`config.mk`:
```
export PLATFORM = sky130hd
export DESIGN_NAME = hazard_unit
export DESIGN_NICKNAME = d
export VERILOG_FILES = /design/src/rtl/hazard_unit.sv
export SDC_FILE = /design/constraint.sdc
export NUM_CORES = 1
export LEC_CHECK = 0
export ABC_AREA = 1
export BUFFER_PORTS_ARGS = -buffer_cell sky130_fd_sc_hd__buf_4
export CAP_MARGIN = 20
export CORE_UTILIZATION = 37
export CTS_CLUSTER_DIAMETER = 120
export DETAILED_ROUTE_END_ITERATION = 6
export HOLD_SLACK_MARGIN = 0.02
export PLACE_DENSITY = 0.66
export SYNTH_ARGS = -nofsm -noshare
export SYNTH_HDL_FRONTEND = slang
export SYNTH_SLANG_ARGS = --single-unit
```
`constraint.sdc`:
```
create_clock -name clk -period 1.4 [get_ports clk]
set_input_delay 0.14 -clock clk [delete_from_list [all_inputs] [get_ports clk]]
set_output_delay 0.14 -clock clk [all_outputs]
set_load 0.01 [all_outputs]
```
`src/rtl/hazard_unit.sv`:
```
`default_nettype none
// ============================================================================
//  Module   : hazard_unit
//  Purpose  : Pipeline hazard controller between ID and EX. Detects
//             load-use dependencies, multi-cycle MUL/DIV occupancy of EX
//             and taken-branch redirects, and drives stall / bubble /
//             flush controls to the PC, IF/ID and ID/EX registers.
//  Ports    : clk, a_reset_n (async, active-low)
//             dec_*      - decoded ID instruction (valid, rs1/rs2, uses, mul/div)
//             ex_rd, ex_is_load, br_taken - EX-stage status
//             pc_stall, ifid_stall, idex_bubble, ifid_flush - pipeline controls
//             md_busy, md_done - mul/div unit occupancy and completion pulse
//  Revision : 1.0 - initial release
// ============================================================================
module hazard_unit #(
    parameter int R          = 5,
    parameter int MUL_CYCLES = 2,
    parameter int DIV_CYCLES = 32
) (
    input  logic         clk,
    input  logic         a_reset_n,
    input  logic         dec_valid,
    input  logic [R-1:0] dec_addr1,
    input  logic [R-1:0] dec_addr2,
    input  logic         useLhs,
    input  logic         useRhs,
    input  logic         useData,
    input  logic         dec_is_mul,
    input  logic         dec_is_div,
    input  logic [R-1:0] ex_rd,
    input  logic         ex_is_load,
    input  logic         br_taken,
    output logic         pc_stall,
    output logic         ifid_stall,
    output logic         idex_bubble,
    output logic         ifid_flush,
    output logic         md_busy,
    output logic         md_done
);

    // Counter is sized for the longer of the two operations so a MUL_CYCLES
    // larger than DIV_CYCLES still fits.
    localparam int C_MAX_CYC = (DIV_CYCLES > MUL_CYCLES) ? DIV_CYCLES : MUL_CYCLES;
    localparam int CW        = $clog2(C_MAX_CYC) + 1;

    localparam logic [CW-1:0] C_MUL_LOAD = CW'(MUL_CYCLES - 1);
    localparam logic [CW-1:0] C_DIV_LOAD = CW'(DIV_CYCLES - 1);

    localparam logic [1:0] S_IDLE       = 2'd0;
    localparam logic [1:0] S_LOAD_STALL = 2'd1;
    localparam logic [1:0] S_MD_BUSY    = 2'd2;

    logic [1:0]    state_q, state_d;
    logic [CW-1:0] md_cnt_q, md_cnt_d;

    logic w_lu_hit;
    logic w_md_start;

    // x0 is hard-wired zero, so a load targeting it can never create a hazard.
    assign w_lu_hit = dec_valid & ex_is_load & (ex_rd != '0) &
                      ((useLhs & (dec_addr1 == ex_rd)) |
                       ((useRhs | useData) & (dec_addr2 == ex_rd)));

    assign w_md_start = dec_valid & (dec_is_mul | dec_is_div);

    // ------------------------------------------------------------------
    // State register
    // ------------------------------------------------------------------
    always_ff @(posedge clk or negedge a_reset_n) begin
        if (!a_reset_n) begin
            state_q  <= S_IDLE;
            md_cnt_q <= '0;
        end else begin
            state_q  <= state_d;
            md_cnt_q <= md_cnt_d;
        end
    end

    // ------------------------------------------------------------------
    // Next-state logic
    // ------------------------------------------------------------------
    always_comb begin
        state_d  = state_q;
        md_cnt_d = md_cnt_q;
        case (state_q)
            S_IDLE: begin
                // A taken branch squashes the ID instruction, so neither a
                // load-use stall nor a mul/div start is allowed for it.
                if (br_taken) begin
                    state_d = S_IDLE;
                end else if (w_lu_hit) begin
                    state_d = S_LOAD_STALL;
                end else if (w_md_start) begin
                    state_d  = S_MD_BUSY;
                    md_cnt_d = dec_is_div ? C_DIV_LOAD : C_MUL_LOAD;
                end
            end
            S_LOAD_STALL: begin
                state_d = S_IDLE;
            end
            S_MD_BUSY: begin
                if (md_cnt_q != '0) begin
                    md_cnt_d = md_cnt_q - 1'b1;
                end else begin
                    state_d = S_IDLE;
                end
            end
            default: begin
                state_d  = S_IDLE;
                md_cnt_d = '0;
            end
        endcase
    end

    // ------------------------------------------------------------------
    // Output logic; everything is forced low while reset is asserted so
    // a concurrent br_taken cannot leak a flush during reset.
    // ------------------------------------------------------------------
    always_comb begin
        pc_stall    = 1'b0;
        ifid_stall  = 1'b0;
        idex_bubble = 1'b0;
        ifid_flush  = 1'b0;
        md_busy     = 1'b0;
        md_done     = 1'b0;
        if (a_reset_n) begin
            case (state_q)
                S_IDLE: begin
                    if (br_taken) begin
                        ifid_flush  = 1'b1;
                        idex_bubble = 1'b1;
                    end else if (w_lu_hit) begin
                        pc_stall    = 1'b1;
                        ifid_stall  = 1'b1;
                        idex_bubble = 1'b1;
                    end
                end
                S_MD_BUSY: begin
                    if (md_cnt_q != '0) begin
                        md_busy    = 1'b1;
                        pc_stall   = 1'b1;
                        ifid_stall = 1'b1;
                    end else begin
                        md_done = 1'b1;
                    end
                end
                default: begin
                    // LOAD_STALL: the load is in MEM and is forwarded from there.
                end
            endcase
        end
    end

endmodule
`default_nettype wire

```
Word-level counts from Yosys, hierarchy flattened
Cells that the tools add are included.
{ "totals": {"romBits": 0, "mem_count": 0, "output_inout_bits": 6, "elab_cells": 55, "ff_bits": 8, "ram_bits": 0, "latchBits": 0} }
{ "classes": {"div_mod_pow": 0, "n_bitwise": 10, "reduce_logical": 5, "muxes": 27, "n_mul": 0, "shift": 0, "n_eq_ne": 10, "n_lt_le_gt_ge": 0, "addsub": 1} }
{ "ops": {"columns": ["operator", "n"], "rows": [
  ["$mux W6", 4],
  ["$pmux W6 S3", 1],
  ["$mux W1", 15],
  ["$eq A5 B5 Y1", 2],
  ["$ne A2 B2 Y1 const B", 5],
  ["$mux W2", 4],
  ["$and A1 B1 Y1", 6],
  ["$reduce_bool A6 Y1", 1],
  ["$sub A6 B1 Y6 const B", 1],
  ["$mux W5", 1],
  ["$reduce_and A5 Y1", 1],
  ["$reduce_bool A5 Y1", 1],
  ["$ne A4 B4 Y1 const B", 1],
  ["$pmux W2 S2", 1],
  ["$or A1 B1 Y1", 3],
  ["$eq A2 B1 Y1 const B", 1],
  ["$eq A2 B2 Y1 const B", 1],
  ["$logic_not A2 Y1", 1],
  ["$pmux W1 S2", 1],
  ["$reduce_and A2 Y1", 1],
  ["$not A1 Y1", 1]
]} }

Logic depth before layout (Yosys ltp)
Gate-level depths: netlist (run 1).
{ "logic_depth": {"word_depth": 8, "ltp_mapped": 11, "mapped_depth_nobuf": 11} }

Worst setup path after synthesis (run 1)
No wires, ideal clock.
{ "synth_path": {"kind": "reg2reg", "startpoint": "register md_cnt_q[0]", "endpoint": "register md_cnt_q[0]", "t_required_ps": 1276, "path_buffers": 0, "slack_ps": 2, "stages_incl_launch_ff": 9, "arrival_time_ps": 1274, "synth_period_minus_slack_ps": 1398, "cell_sequence": "dfrtp_1 > inv_1 > ha_1 > nand4_1 > or2_1 > o21ai_2 > inv_2 > nand2_4 > a21oi_1"} }
{ "synth_via": {"elab_chain_len": 3, "word_cells_on_any_way": 6, "cone_classes": "1 x add/sub; 1 x eq/ne; 2 x mux; 2 x reduce/logical"} }
{ "synth_rtl": {"columns": ["element", "line", "source"], "rows": [
  ["start, declared", "54", "logic [CW-1:0] md_cnt_q, md_cnt_d;"],
  ["start signal, assigned", "75", "md_cnt_q <= md_cnt_d;"],
  ["$sub A6 B1 Y6 / $reduce_bool A6 Y1 (equally long branches)", "103, 102", null],
  ["$mux W6 / $ne A2 B2 Y1 (equally long branches)", null, null],
  ["$pmux W6 S3 / $reduce_and A5 Y1 (equally long branches)", null, null]
]} }
Parallel ways exist; a longest one is shown, timed or not. The select of a mux whose other input is x is not followed.
A chain may end at the register's enable or synchronous reset.

Final worst setup path (run 1)
{ "layout_path": {"startpoint": "register md_cnt_q[0]", "endpoint": "output port md_done"} }
{ "layout_via": {"elab_chain_len": 4} }
{ "layout_rtl": {"columns": ["element", "line", "source"], "rows": [
  ["$reduce_bool A6 Y1", "139", "if (md_cnt_q != '0) begin"],
  ["$mux W1", "139", null],
  ["$mux W1", "127", "case (state_q)"],
  ["$mux W1", "126", "if (a_reset_n) begin"],
  ["end, declared", "38", "output logic md_done"]
]} }
Every way passes these cells.

==> results of run 1 <==
layer usage:
metal	up-vias	routed length, um
met1	437	896
met5	-	0
met3	4	93
met4	0	24
met2	27	1070
li1	528	-
worst max path at each step:
| stage | from | to | slack, ns |
|---|---|---|---|
| after detailed placement | md_cnt_q[0] | md_cnt_q[3] | -0.02 |
| final | md_cnt_q[0] | md_done | -0.17 |
| after CTS | md_cnt_q[0] | md_done | -0.14 |
| after global routing | md_cnt_q[0] | md_done | -0.22 |
| after floorplan | md_cnt_q[0] | md_cnt_q[0] | 0.002 |
| after global placement | md_cnt_q[0] | md_cnt_q[2] | 0.03 |
sequential cells by signal, indices dropped and copies added, names as in the netlist:
| name | count |
|---|---|
| state_q | 2 |
| md_cnt_q | 6 |
tightest hold or removal path, delay by kind of cell:
family / cells / cell delay, ns
and+or+nand+nor: 2 / 0.18
buffers and inverters: 3 / 0.20
kinds of logic (layout without fill, tap and decap cells):
family | after synthesis | after routing | synth area share
AND/OR/NAND/NOR | 84 | 84 | 0.457
buffers and inverters | 28 | 77 | 0.137
flip-flops | 8 | 8 | 0.253
adder cells (fa/ha/maj) | 2 | 2 | 0.0316
AO/OA/AOI/OAI | 16 | 16 | 0.122
power by group:
part | switching (W) | internal, W
registers | 0.0000976 | 0.000333
logic | 0.000632 | 0.000580
clock network | 0.0000652 | 0.0000972
total | 0.000795 | 0.00101
through the flow:
| step | instance area (um^2) | util |
|---|---|---|
| global placement | 1100 | 0.553 |
| floorplan | 792 | - |
| global route | 1240 | 0.627 |
| finish | 1240 | 0.627 |
| CTS | 1180 | 0.597 |
| detailed placement | 1100 | 0.553 |
area by class of cell:
type / instances / area (um^2)
Clock buffer: 3 / 22.5
Fill cell: 177 / 739
Inverter: 27 / 101
Multi-Input combinational cell: 102 / 526
Sequential cell: 8 / 200
Tap cell: 27 / 33.8
Timing Repair Buffer: 47 / 359
Yosys cell counts:
cell type  instances
nor3_1             1
ha_1               2
nor2_1            17
o21a_1             1
nand4_1            5
o21ai_2            3
o21ai_0            4
inv_2              7
or2_1              1
clkinv_1           1
buf_4              1
nor2_2             1
nand2_4            1
a21oi_1            7
dfrtp_1            8
nand3b_1           1
nand3_1            8
inv_1             19
a21boi_0           1
nand3_2            1
nand2_1           48
timing repair:
item	4_1_cts	5_1_grt
pin swaps	2	1
cloned	0	0
hold endpoints to repair	8	0
resized for setup	8	6
endpoints found under the setup margin	6	11
buffers inserted	4	5
hold buffers	1	0
==> summary.md, run 1 <==
| Metric | Value |
|---|---|
| Met3 global-route usage | 0.0222 |
| Critical Path RT | 1.26 ns |
| Lkg Pwr | 0.720 nW |
| Gp weighted congestion | 0.880 |
| WS Path Type | flip-flop to output port |
| Post-synthesis sequential area ratio | 0.253 |
| Hold Startpoint | br_taken |
| Power per Cell Area | 1450 nW/um^2 |
| Largest area contributor in the netlist | dfrtp_1 |
| Post-route setup TNS | -1.28 ns |
| Area contributors post-synth | dfrtp_1 25%, nand2_1 23%, inv_1 9.0%, nor2_1 8.1%, nand3_1 5.1% |
| Final hold violations | 0 |
| Maximum buffer depth of the clock tree | 2 |
| DR DRC count | 0 |
| Critical-path maximum fanout | 2 |
| Top cell type's share of synthesized area | 0.253 |
| Synth warn | 0 |
| CTS Root Buffer Type | clkbuf_4 |
| Slew headroom | 0.764 |
| Hold Crit Depth | 5 |
| Avg WL per Cell | 9.72 um |
| Worst setup margin | -0.170 ns |
| Post-Layout Cell Count | 214 |
| Unique cell type count in the Yosys netlist | 21 |
| Syn_area_per_cell | 5.74 um^2 |
| WP data arrival | 1.43 ns |
| # clock sinks | 8 |
| CP startpoint kind | flip-flop |
| DP Cell Count | 201 |
| RSZ-0062 raised after global routing | yes |
| IO Port Bufs | 30 |
| WL final | 2.08 mm |
| Total power | 0.00181 W |
| Hold_ws | 0.302 ns |
| R2R depth | 10 |
| Tot GR Track Use | 0.170 |
| Reg2Reg Capture Point | md_cnt_q[3] |
| Initial antenna violation count | 0 |
| R2R setup slack | -0.17 ns |
| Die Wd | 48.3 um |
| Clk_skew | 0.00191 ns |
| Synth Instances | 138 |
| Layout area overhead | 56.9% |
| Yosys reg bits | 8 |
| Net count, final | 216 |
| Mapped Nets | 165 |
| Final Setup Violations | 10 |
| CTS H-tree lvls | 1 |
| Slew of the pin with the lowest slew margin | 0.352 ns |
| Share of cells above drive strength 1 | 0.390 |
| Fin crit period | 1.57 ns |
| DRT iter0 DRCs | 23 |
| Initial Util | 0.400 |
| Drt pass-1 iters | 4 |
| Row count | 16 |
| Post-Place Setup Slack | -0.0185 ns |
| Inserted Diodes | 0 |
| Die area | 2330 um^2 |
| Busiest grt layer | met2 |
| Family with the most delay on the worst path | simple AND/OR/NAND/NOR gates |
| GRT overflow | 0 |
| First-pass GRT wire length | 2.74 mm |
| Vias in the first global route | 778 |
| WP buf/inv | 2 |
| Die Height | 48.3 um |
| CTS tree | built |
| Status | complete, but fails checks |
| Cells along the critical path | inv_2, ha_4, nand4_1, or2_1, nor2_1, buf_4 |
| Worst path max stage delay | 0.39 ns |
| Largest net degree at the start of global routing | 11 |
| Most frequent cells in the layout | 45 x buf_4, 43 x nand2_1, 17 x inv_1 |
| Core box area | 1980 um^2 |
| Failing checks | setup timing |
| Detailed placer's ending HPWL | 1.58 mm |
| M2 GR Usage | 0.320 |
| Met1 global-route usage | 0.185 |
| CTS clk-pin slew, worst paths | 0.05 ns |
| Maxcap violations | 0 |
| Via density | 4.65 |
| Syn Std Cell Area | 792 um^2 |
| Critical path depth | 6 |
| ANT nets after route | 0 |
| Fmax | 637 MHz |
| Worst vdd ir | 1.06 mV |
| Final period util | 1.12 |
| Worst min path class | input port to flip-flop |
| Final count of pins violating max slew | 0 |
| Commonest non-fill, non-tap cell in the layout | buf_4 |
| Top Ports | 31 |
| Worst r2r src | md_cnt_q[0] |
| Vias | 996 |
| CP Capture Type | output port |
| Clk_lat worst skew | 0.24 ns |
| Slowest CP cell | dfrtp_1 |
| Clock buffer count from CTS | 3 |
| Worst hold path endpoint | state_q[1] |
No activity file was read; power rests on OpenSTA's default activity.
==> run 2, diff against run 1 <==
--- a/config.mk
+++ b/config.mk
@@ -8,6 +8,7 @@
 export ABC_AREA = 1
 export BUFFER_PORTS_ARGS = -buffer_cell sky130_fd_sc_hd__buf_4
 export CAP_MARGIN = 20
+export CORE_MARGIN = 2
 export CORE_UTILIZATION = 37
 export CTS_CLUSTER_DIAMETER = 120
 export DETAILED_ROUTE_END_ITERATION = 6
==> run 2 against run 1 <==
  * Critical path type unchanged
  * The run still ends with setup timing left
  * Via count rose by 1.0%
  * Critical endpoint unchanged
  * Highest routed layer unchanged
  * Setup slack got worse by 0.10 ns
  * Total power rose by 7.2%
==> summary.md, run 2 (synthesis gave the netlist of run 1 again) <==
| Metric | Value |
|---|---|
| WL final | 2.40 mm (+15%) |
| Vias in the first global route | 947 (+22%) |
| Detailed placer's ending HPWL | 1.65 mm (+4.3%) |
| Inserted Diodes | 0 (unchanged) |
| Final hold violations | 0 (unchanged) |
| CTS tree | built |
| R2R depth | 10 (unchanged) |
| Power per Cell Area | 1560 nW/um^2 (+7.1%) |
| Top reg by flops | md_cnt_q |
| Fin area | 1240 um^2 (+0.10%) |
| Maximum buffer depth of the clock tree | 2 (unchanged) |
| First-pass GRT wire length | 3.91 mm (+43%) |
| Row count | 16 (unchanged) |
| Fmax | 599 MHz (-6.0%) |
| Commonest non-fill, non-tap cell in the layout | buf_4 |
| IO Port Bufs | 30 (unchanged) |
| Worst hold path endpoint | state_q[1] |
| Largest net degree at the start of global routing | 9 (-2) |
| WP data arrival | 1.53 ns (+0.10 ns) |
| Die area | 2530 um^2 (+8.5%) |
| Most frequent cells in the layout | 46 x buf_4, 44 x nand2_1, 17 x inv_1 |
| Failing checks | setup timing |
| Core box area | 1980 um^2 (unchanged) |
| Clk_skew | 0.00165 ns (-0.000258 ns) |
| Net count, final | 216 (unchanged) |
| Die Height | 50.3 um (+4.1%) |
| WS Path Type | flip-flop to output port |
| RSZ-0062 raised after global routing | yes |
| Max FFs per register | 6 (unchanged) |
| Share of cells above drive strength 1 | 0.390 (unchanged) |
| P_int | 0.00108 W (+7.0%) |
| Combinational share of power | 0.706 (+0.034) |
| Critical-path maximum fanout | 2 (unchanged) |
| Layout area overhead | 57.0% |
| Final count of pins violating max slew | 0 (unchanged) |
| # clock sinks | 8 (unchanged) |
| Status | complete, but fails checks |
| Slew of the pin with the lowest slew margin | 0.362 ns (+0.0102 ns) |
| Gp weighted congestion | 0.858 (-2.4%) |
| Final period util | 1.19 (+0.0720) |
| CTS H-tree lvls | 1 (unchanged) |
| Avg WL per Cell | 11.2 um (+15%) |
| Tot GR Track Use | 0.204 (+0.0334) |
| Top Ports | 31 (unchanged) |
| Drt pass-1 iters | 4 (unchanged) |
| Worst vdd ir | 1.11 mV (+4.4%) |
| Die Wd | 50.3 um (+4.1%) |
| Clk_lat worst skew | 0.24 ns (about the same) |
| Initial antenna violation count | 0 (unchanged) |
| Final Setup Violations | 10 (unchanged) |
| Lkg Pwr | 0.720 nW (about the same) |
| CP startpoint kind | flip-flop |
| Hold_ws | 0.303 ns (+0.000385 ns) |
| Maxcap violations | 0 (unchanged) |
| Clock group share of total power | 0.082 (-0.008) |
| Sw Share | 0.441 (+0.00101) |
| P_sw | 0.000854 W (+7.4%) |
| Initial Util | 0.400 (unchanged) |
| Sequential power share | 0.212 (-0.026) |
| Hold Crit Depth | 5 (unchanged) |
| DP Area | 1100 um^2 (unchanged) |
| Worst min path class | input port to flip-flop |
| ANT nets after route | 0 (unchanged) |
| Vias | 1006 (+1.0%) |
| GRT overflow | 0 (unchanged) |
| Worst r2r src | md_cnt_q[1] |
| Worst setup margin | -0.270 ns (-0.101 ns) |
| Hold Startpoint | br_taken |
| CP Capture Type | output port |
| CTS clk-pin slew, worst paths | 0.05 ns (about the same) |
| Slew headroom | 0.758 (-0.00576) |
| Largest regs | md_cnt_q x6, state_q x2 |
| R2R setup slack | -0.21 ns (-0.04 ns) |
| CTS Root Buffer Type | clkbuf_4 |
| DRT iter0 DRCs | 32 (+39%) |
| Clock buffer count from CTS | 3 (unchanged) |
| Reg2Reg Capture Point | md_cnt_q[3] |
| DR DRC count | 0 (unchanged) |
| Via density | 4.70 (+1.0%) |
| Critical Path RT | 1.26 ns (about the same) |
| Fin crit period | 1.67 ns (+0.101 ns) |
run 2: cell counts in the layout (fill, tap and decap cells not counted):
No cell type changed its count.
run 2: cell type report:
type | count | area, um^2
clock buffers | 3 | 22.5
fillers | 175 | 738
inverters | 27 | 101
multi-input cells | 102 | 531
flip-flops and latches | 8 | 200
well taps | 27 | 33.8
repair buffers | 47 | 355
run 2: metal layers:
metal / share of wire / track usage / up-vias
li1: - / - / 528
met2: 0.51 / 0.373 / 35
met4: 0.015 / 0.0926 / 0
met3: 0.061 / 0.0357 / 6
met1: 0.41 / 0.226 / 437
met5: 0 / 0 / -
run 2: critical path: stages (launching register included):
cell	delay, ns
dfrtp_1	0.39
inv_2	0.10
ha_4	0.14
nand4_1	0.11
or2_1	0.27
nor2_1	0.14
buf_4	0.14
run 2: worst max path at each step:
stage,cells after the start,slack (ns),endpoint,startpoint
after floorplan,8,0.002,md_cnt_q[0],md_cnt_q[0]
after global placement,9,0.03,md_cnt_q[2],md_cnt_q[0]
after detailed placement,9,-0.03,md_cnt_q[3],md_cnt_q[0]
after CTS,6,-0.16,md_done,md_cnt_q[0]
after global routing,6,-0.32,md_done,md_cnt_q[1]
final,6,-0.27,md_done,md_cnt_q[1]
run 2: what timing repair did:
| action | 4_1_cts | 5_1_grt |
|---|---|---|
| setup endpoints to repair | 10 | 10 |
| pin swaps | 6 | 6 |
| hold buffers | 1 | 0 |
| buffers inserted | 7 | 2 |
| gates resized for setup | 12 | 3 |
| endpoints found under the hold margin | 8 | 0 |
run 2: power groups by stage:
stage / clock network, W / logic [W] / registers [W]
2_1_floorplan: 0 / 0.000636 / 0.000403
4_1_cts: 0.000169 / 0.00123 / 0.000397
6_report: 0.000158 / 0.00137 / 0.000410
3_5_place_dp: 0 / 0.00104 / 0.000406
3_3_place_gp: 0 / 0.00101 / 0.000405
5_1_grt: 0.000178 / 0.00150 / 0.000417
run 2: through the flow:
step | total power (W) | cells | worst slack [ns] | setup TNS (ns) | utilization
after floorplan | 0.00104 | 138 | 0.00165 | 0 | -
after global placement | 0.00141 | 201 | 0.0314 | 0 | 0.553
after detailed placement | 0.00145 | 201 | -0.0274 | -0.0562 | 0.553
after CTS | 0.00180 | 212 | -0.159 | -0.955 | 0.614
after global routing | 0.00209 | 214 | -0.322 | -2.66 | 0.628
final | 0.00194 | 214 | -0.270 | -1.89 | 0.628
